## config.mk

```make
export PLATFORM = sky130hd
export DESIGN_NAME = agu
export DESIGN_NICKNAME = d
export VERILOG_FILES = /design/src/rtl/agu_pkg.sv /design/src/rtl/agu_ld_align.sv /design/src/rtl/agu.sv
export SDC_FILE = /design/constraint.sdc
export NUM_CORES = 1
export LEC_CHECK = 0
export ABC_CLOCK_PERIOD_IN_PS = 3000
export CAP_MARGIN = 40
export CORE_MARGIN = 1.5
export CORE_UTILIZATION = 45
export CTS_BUF_LIST = sky130_fd_sc_hd__clkbuf_8 sky130_fd_sc_hd__clkbuf_16
export CTS_CLUSTER_SIZE = 28
export DETAILED_ROUTE_END_ITERATION = 10
export DONT_BUFFER_PORTS = 1
export PLACE_DENSITY = 0.62
export SYNTH_ARGS = -nofsm -noshare
export SYNTH_HDL_FRONTEND = slang
export SYNTH_SLANG_ARGS = --single-unit
```

## constraint.sdc

```tcl
create_clock -name clk -period 3 [get_ports clk]
set_clock_uncertainty 0.2 [all_clocks]
set_input_delay 0.75 -clock clk [delete_from_list [all_inputs] [get_ports clk]]
set_output_delay 0.75 -clock clk [all_outputs]
set_load 0.05 [all_outputs]
```

## src/rtl/agu_pkg.sv

```systemverilog
// Shared encodings and lane helpers for the cirno9 address-generation stage.
package agu_pkg;

  localparam int unsigned XLEN   = 32;
  localparam int unsigned REG_AW = 5;
  localparam int unsigned OP_W   = 4;

  // Op field layout: bit3 store, bit2 unsigned load, bits1:0 access size
  localparam int unsigned OP_STORE_BIT = 3;
  localparam int unsigned OP_UNS_BIT   = 2;

  localparam logic [1:0] LS_SZ_B = 2'b00;
  localparam logic [1:0] LS_SZ_H = 2'b01;
  localparam logic [1:0] LS_SZ_W = 2'b10;

  typedef enum logic [1:0] {
    ST_IDLE = 2'd0,
    ST_REQ  = 2'd1,
    ST_WAIT = 2'd2
  } agu_state_e;

  // Unaligned half/word or the reserved size code
  function automatic logic ls_misaligned(input logic [1:0] size, input logic [1:0] off);
    case (size)
      LS_SZ_B: ls_misaligned = 1'b0;
      LS_SZ_H: ls_misaligned = off[0];
      LS_SZ_W: ls_misaligned = (off != 2'b00);
      default: ls_misaligned = 1'b1;
    endcase
  endfunction

  // Byte write enables for an aligned store
  function automatic logic [3:0] ls_wen(input logic [1:0] size, input logic [1:0] off);
    case (size)
      LS_SZ_B: ls_wen = 4'b0001 << off;
      LS_SZ_H: ls_wen = 4'b0011 << off;
      default: ls_wen = 4'b1111;
    endcase
  endfunction

  // Store data replicated across every lane the access could hit
  function automatic logic [XLEN-1:0] ls_wdat(input logic [1:0] size, input logic [XLEN-1:0] rs2);
    case (size)
      LS_SZ_B: ls_wdat = {4{rs2[7:0]}};
      LS_SZ_H: ls_wdat = {2{rs2[15:0]}};
      default: ls_wdat = rs2;
    endcase
  endfunction

endpackage

```

## src/rtl/agu_ld_align.sv

```systemverilog
// Load-return extractor: shifts the addressed lane down and extends it.
module agu_ld_align
  import agu_pkg::*;
(
  input  logic [XLEN-1:0] i_rdat,
  input  logic [1:0]      i_off,
  input  logic [1:0]      i_size,
  input  logic            i_uns,
  output logic [XLEN-1:0] o_dat
);

  logic [XLEN-1:0] sh;

  // Select the byte/half lane and sign- or zero-extend it
  always_comb begin
    sh = i_rdat >> {i_off, 3'b000};
    case (i_size)
      LS_SZ_B: o_dat = i_uns ? {24'd0, sh[7:0]}   : {{24{sh[7]}}, sh[7:0]};
      LS_SZ_H: o_dat = i_uns ? {16'd0, sh[15:0]}  : {{16{sh[15]}}, sh[15:0]};
      default: o_dat = i_rdat;
    endcase
  end

endmodule

```

## src/rtl/agu.sv

```systemverilog
// Address generation, lsu request issue and load writeback for cirno9.
module agu
  import agu_pkg::*;
(
  input  logic              clk,
  input  logic              rst,
  input  logic              hs_ex4ag_val,
  output logic              hs_ag4ex_rdy,
  input  logic [XLEN-1:0]   i_ex_rs1,
  input  logic [XLEN-1:0]   i_ex_imm,
  input  logic [XLEN-1:0]   i_ex_rs2,
  input  logic [OP_W-1:0]   i_ex_op,
  input  logic [REG_AW-1:0] i_ex_rd,
  output logic              hs_ag4ls_val,
  input  logic              hs_ls4ag_rdy,
  output logic [XLEN-1:0]   o_ag_adr,
  output logic [XLEN-1:0]   o_ag_wdat,
  output logic [3:0]        o_ag_wen,
  output logic              o_ag_ren,
  input  logic              i_ls_rvld,
  input  logic [XLEN-1:0]   i_rdat,
  output logic              o_wb_val,
  output logic [REG_AW-1:0] o_wb_rd,
  output logic [XLEN-1:0]   o_wb_dat,
  output logic              o_exc_misalign,
  output logic [XLEN-1:0]   o_exc_adr
);

  agu_state_e        state;
  logic [XLEN-1:0]   adr_q;
  logic [OP_W-1:0]   op_q;
  logic [REG_AW-1:0] rd_q;

  logic [XLEN-1:0]   ex_adr;
  logic              ex_mis;
  logic              ex_store;
  logic [XLEN-1:0]   ld_dat;

  // Decode the op presented by EX
  always_comb begin
    ex_adr   = i_ex_rs1 + i_ex_imm;
    ex_mis   = ls_misaligned(i_ex_op[1:0], ex_adr[1:0]);
    ex_store = i_ex_op[OP_STORE_BIT];
  end

  assign o_ag_adr = {adr_q[XLEN-1:2], 2'b00};

  agu_ld_align u_ld_align (
    .i_rdat (i_rdat),
    .i_off  (adr_q[1:0]),
    .i_size (op_q[1:0]),
    .i_uns  (op_q[OP_UNS_BIT]),
    .o_dat  (ld_dat)
  );

  // Control FSM with request, writeback and exception registers
  always_ff @(posedge clk) begin
    if (rst) begin
      state          <= ST_IDLE;
      hs_ag4ex_rdy   <= 1'b1;
      hs_ag4ls_val   <= 1'b0;
      adr_q          <= '0;
      op_q           <= '0;
      rd_q           <= '0;
      o_ag_wdat      <= '0;
      o_ag_wen       <= '0;
      o_ag_ren       <= 1'b0;
      o_wb_val       <= 1'b0;
      o_wb_rd        <= '0;
      o_wb_dat       <= '0;
      o_exc_misalign <= 1'b0;
      o_exc_adr      <= '0;
    end else begin
      o_wb_val       <= 1'b0;
      o_exc_misalign <= 1'b0;
      case (state)
        ST_IDLE: begin
          if (hs_ex4ag_val) begin
            if (ex_mis) begin
              o_exc_misalign <= 1'b1;
              o_exc_adr      <= ex_adr;
            end else begin
              state        <= ST_REQ;
              hs_ag4ex_rdy <= 1'b0;
              hs_ag4ls_val <= 1'b1;
              adr_q        <= ex_adr;
              op_q         <= i_ex_op;
              rd_q         <= i_ex_rd;
              o_ag_wdat    <= ex_store ? ls_wdat(i_ex_op[1:0], i_ex_rs2) : '0;
              o_ag_wen     <= ex_store ? ls_wen(i_ex_op[1:0], ex_adr[1:0]) : 4'b0000;
              o_ag_ren     <= !ex_store;
            end
          end
        end
        ST_REQ: begin
          if (hs_ls4ag_rdy) begin
            hs_ag4ls_val <= 1'b0;
            o_ag_wdat    <= '0;
            o_ag_wen     <= '0;
            o_ag_ren     <= 1'b0;
            if (op_q[OP_STORE_BIT]) begin
              state        <= ST_IDLE;
              hs_ag4ex_rdy <= 1'b1;
            end else begin
              state <= ST_WAIT;
            end
          end
        end
        ST_WAIT: begin
          if (i_ls_rvld) begin
            state        <= ST_IDLE;
            hs_ag4ex_rdy <= 1'b1;
            o_wb_val     <= 1'b1;
            o_wb_rd      <= rd_q;
            o_wb_dat     <= ld_dat;
          end
        end
        default: begin
          state        <= ST_IDLE;
          hs_ag4ex_rdy <= 1'b1;
        end
      endcase
    end
  end

endmodule

```

==> run metrics <==
Fillers=1,782; row cnt=49; Gate Count Post-Synth=1,075; placed instance count=1,274; fin crit period=2.680 ns; vias in the first global route=7,463; FMAX=0.3731 GHz; Port Buf Inserts=0; Final ANT Viol Nets=0; I/O pin count=284; gpl congestion=0.8914; Max Slew Vio Count=0; HPWL Detailed=18,080 µm; dpl ws=-0.09723 ns; Rel. slew slack=0.5396; post-layout total power=5.845 mW; most common cell after layout, fill and taps aside=nand2_1; DRT iter0 DRCs=504; Final period util=0.8935; final setup violation count=0; Ant. Diodes=0; ys async rst share=0; Ys Warns=0; P_leak=3.520 nW; critical path launch point type=input pin; RSZ-0062 raised after global routing=no; Die Area=0.01958 mm²; HP Class=input pin to register; CP max FO=9; post-CTS resize count=0; hold_buf cts=0; critical path class=input pin to register; worst setup margin=0.3195 ns; largest net degree at the start of global routing=125; final wirelength=24,850 µm; Worst Hold Slack=0.2362 ns; core area=0.01815 mm²; status=complete, but fails checks; vias=7,738; final hold vios=0; Root Driver=clkbuf_16; Worst Max-Slew Pin Slew=0.6906 ns; #FFs+latches synth=153; WP data required=3.17 ns; Post-Syn Area=0.008436 mm²; Chip Height=139.9 µm; global-route usage over all layers=0.2515; DRC errors left=18; CTS tree=built; layout cell share with drive strength beyond 1=0.1467; Max Cap Violations=0; first-pass GRT wire length=39,390 µm; DRT Pass-1 Iters=10; Crit path arrival time=2.85 ns; commonest cells after routing, fill and taps aside=157 x nand2_1, 153 x dfxtp_1, 128 x a21oi_1; Inserted Clock Buffers=17; failing checks=design-rule violations; chip width=139.9 µm; routed vias/inst=5.925; clk buf depth=2; antenna violations before repair=0; post-synth cell types=70; TNS Setup=0 ns; area grow syn2layout=11.70%; sequential area share after synthesis=0.3631; Clk Latency, worst-skew pair=0.42 ns; fin cells=1,306; setup bufs post-CTS=0; GRT overflow=0; peak supply drop=0.3813 mV; CTS Sinks=153; number of H-tree branching levels=4; CTS clock-pin slew for the worst setup and hold paths=0.07 ns; top_reg_cell synth=dfxtp_1; Post-synth EDFFs=0; cell area power density=620.3 mW/mm²; Initial Utilization=0.4648; DR WL/cell=19.02 µm; Layout Nets=1,238; CP endpoint kind=register; Synth Area per Inst=7.847 µm²
## cell type report
type | count | area (µm²) | area share
clock buffer | 18 | 439.2 | 0.04661
clock inverter | 14 | 151.4 | 0.01607
inverter | 13 | 48.80 | 0.005179
multi-input combinational | 798 | 4776 | 0.5068
sequential | 153 | 3063 | 0.3251
tap | 229 | 286.5 | 0.03041
timing repair buffer | 81 | 658.1 | 0.06984
## routing by layer
layer  global-route usage  routed length [µm]  vias to the layer above
met3              0.08068                2286                       22
li1                     -                   -                     3804
met1               0.3194               10790                     3607
met2               0.4080               11400                      305
met4              0.07701                 374                        0
met5                    0                   0                        -
## registers in the layout (all words and copies together), names as in the netlist, 2 cells and up
name	flops
adr_q	32
o_ag_wdat	32
o_exc_adr	32
o_wb_dat	32
o_wb_rd	5
rd_q	5
o_ag_wen	4
op_q	4
state	2
## worst max-delay path: stages
cell and delay (ns):
ha_4 0.11, inv_2 0.04, fa_2 0.55, nand2b_1 0.09, a21oi_2 0.15, nor2_1 0.08, or2_2 0.39, nor3_2 0.15
or4b_1 0.45, nand3_1 0.08
## report_power, final
group	leakage [nW]	total, mW	internal (mW)	switching [mW]
clock network	0.291	2.18	1.20	0.976
registers	1.24	2.63	2.15	0.480
logic	1.98	1.03	0.440	0.593
total	3.52	5.84	3.80	2.05
## synthesized netlist by cell type, drive strengths merged (3+ instances only)
| library cell | n | area [µm²] |
|---|---|---|
| inv | 13 | 48.80 |
| xnor2 | 8 | 70.07 |
| o21bai | 5 | 37.54 |
| ha | 31 | 387.9 |
| nor2 | 95 | 356.6 |
| mux2 | 16 | 180.2 |
| nor4 | 7 | 43.79 |
| and2 | 3 | 18.77 |
| mux2i | 17 | 170.2 |
| nand3b | 3 | 22.52 |
| a31oi | 3 | 18.77 |
| a22oi | 34 | 255.2 |
| or3 | 4 | 26.28 |
| nand3 | 43 | 215.2 |
| o221ai | 8 | 70.07 |
| nand4 | 17 | 112.6 |
| a211oi | 8 | 60.06 |
| o31ai | 11 | 97.60 |
| a21o | 5 | 37.54 |
| o311ai | 3 | 43.80 |
| a311o | 3 | 30.03 |
| a32oi | 6 | 52.55 |
| dfxtp | 153 | 3063 |
| and4 | 4 | 36.29 |
| xor2 | 8 | 70.07 |
| nand2 | 157 | 589.3 |
| clkbuf | 48 | 180.2 |
| nor2b | 13 | 81.33 |
| o21a | 11 | 82.58 |
| o211ai | 5 | 37.54 |
| nor3 | 24 | 125.1 |
| o21ai | 71 | 359.1 |
| nand2b | 5 | 31.28 |
| a21oi | 133 | 684.4 |
| or4 | 6 | 45.04 |
| buf | 64 | 396.6 |
## worst paths after layout
| kind | start | endpoint | slack (ns) | cells after the start |
|---|---|---|---|---|
| setup / recovery | i_ex_rs1[0] | adr_q[31] | 0.32 | 10 |
| hold / removal | rst | adr_q[30] | 0.24 | 1 |
| setup reg to reg | adr_q[1] | o_wb_dat[19] | 0.83 | 9 |
| hold reg to reg | adr_q[0] | adr_q[0] | 0.25 | 2 |
## through the flow
step                area, µm²    util
floorplan                8457       -
global placement         8832  0.4867
detailed placement       8832  0.4867
CTS                      9423  0.5192
global route             9423  0.5192
finish                   9423  0.5192
## logic make-up after synthesis
kind of cell / after synthesis / share of synthesized area
flip-flops: 153 / 0.3631
buffers and inverters: 125 / 0.07416
other: 1 / 0.0004445
AO/OA/AOI/OAI: 322 / 0.2392
AND/OR/NAND/NOR: 392 / 0.2139
multiplexers: 34 / 0.04420
XOR/XNOR: 16 / 0.01661
adder cells (fa/ha/maj): 32 / 0.04835
Note: power is estimated with default switching activity, not from simulation.
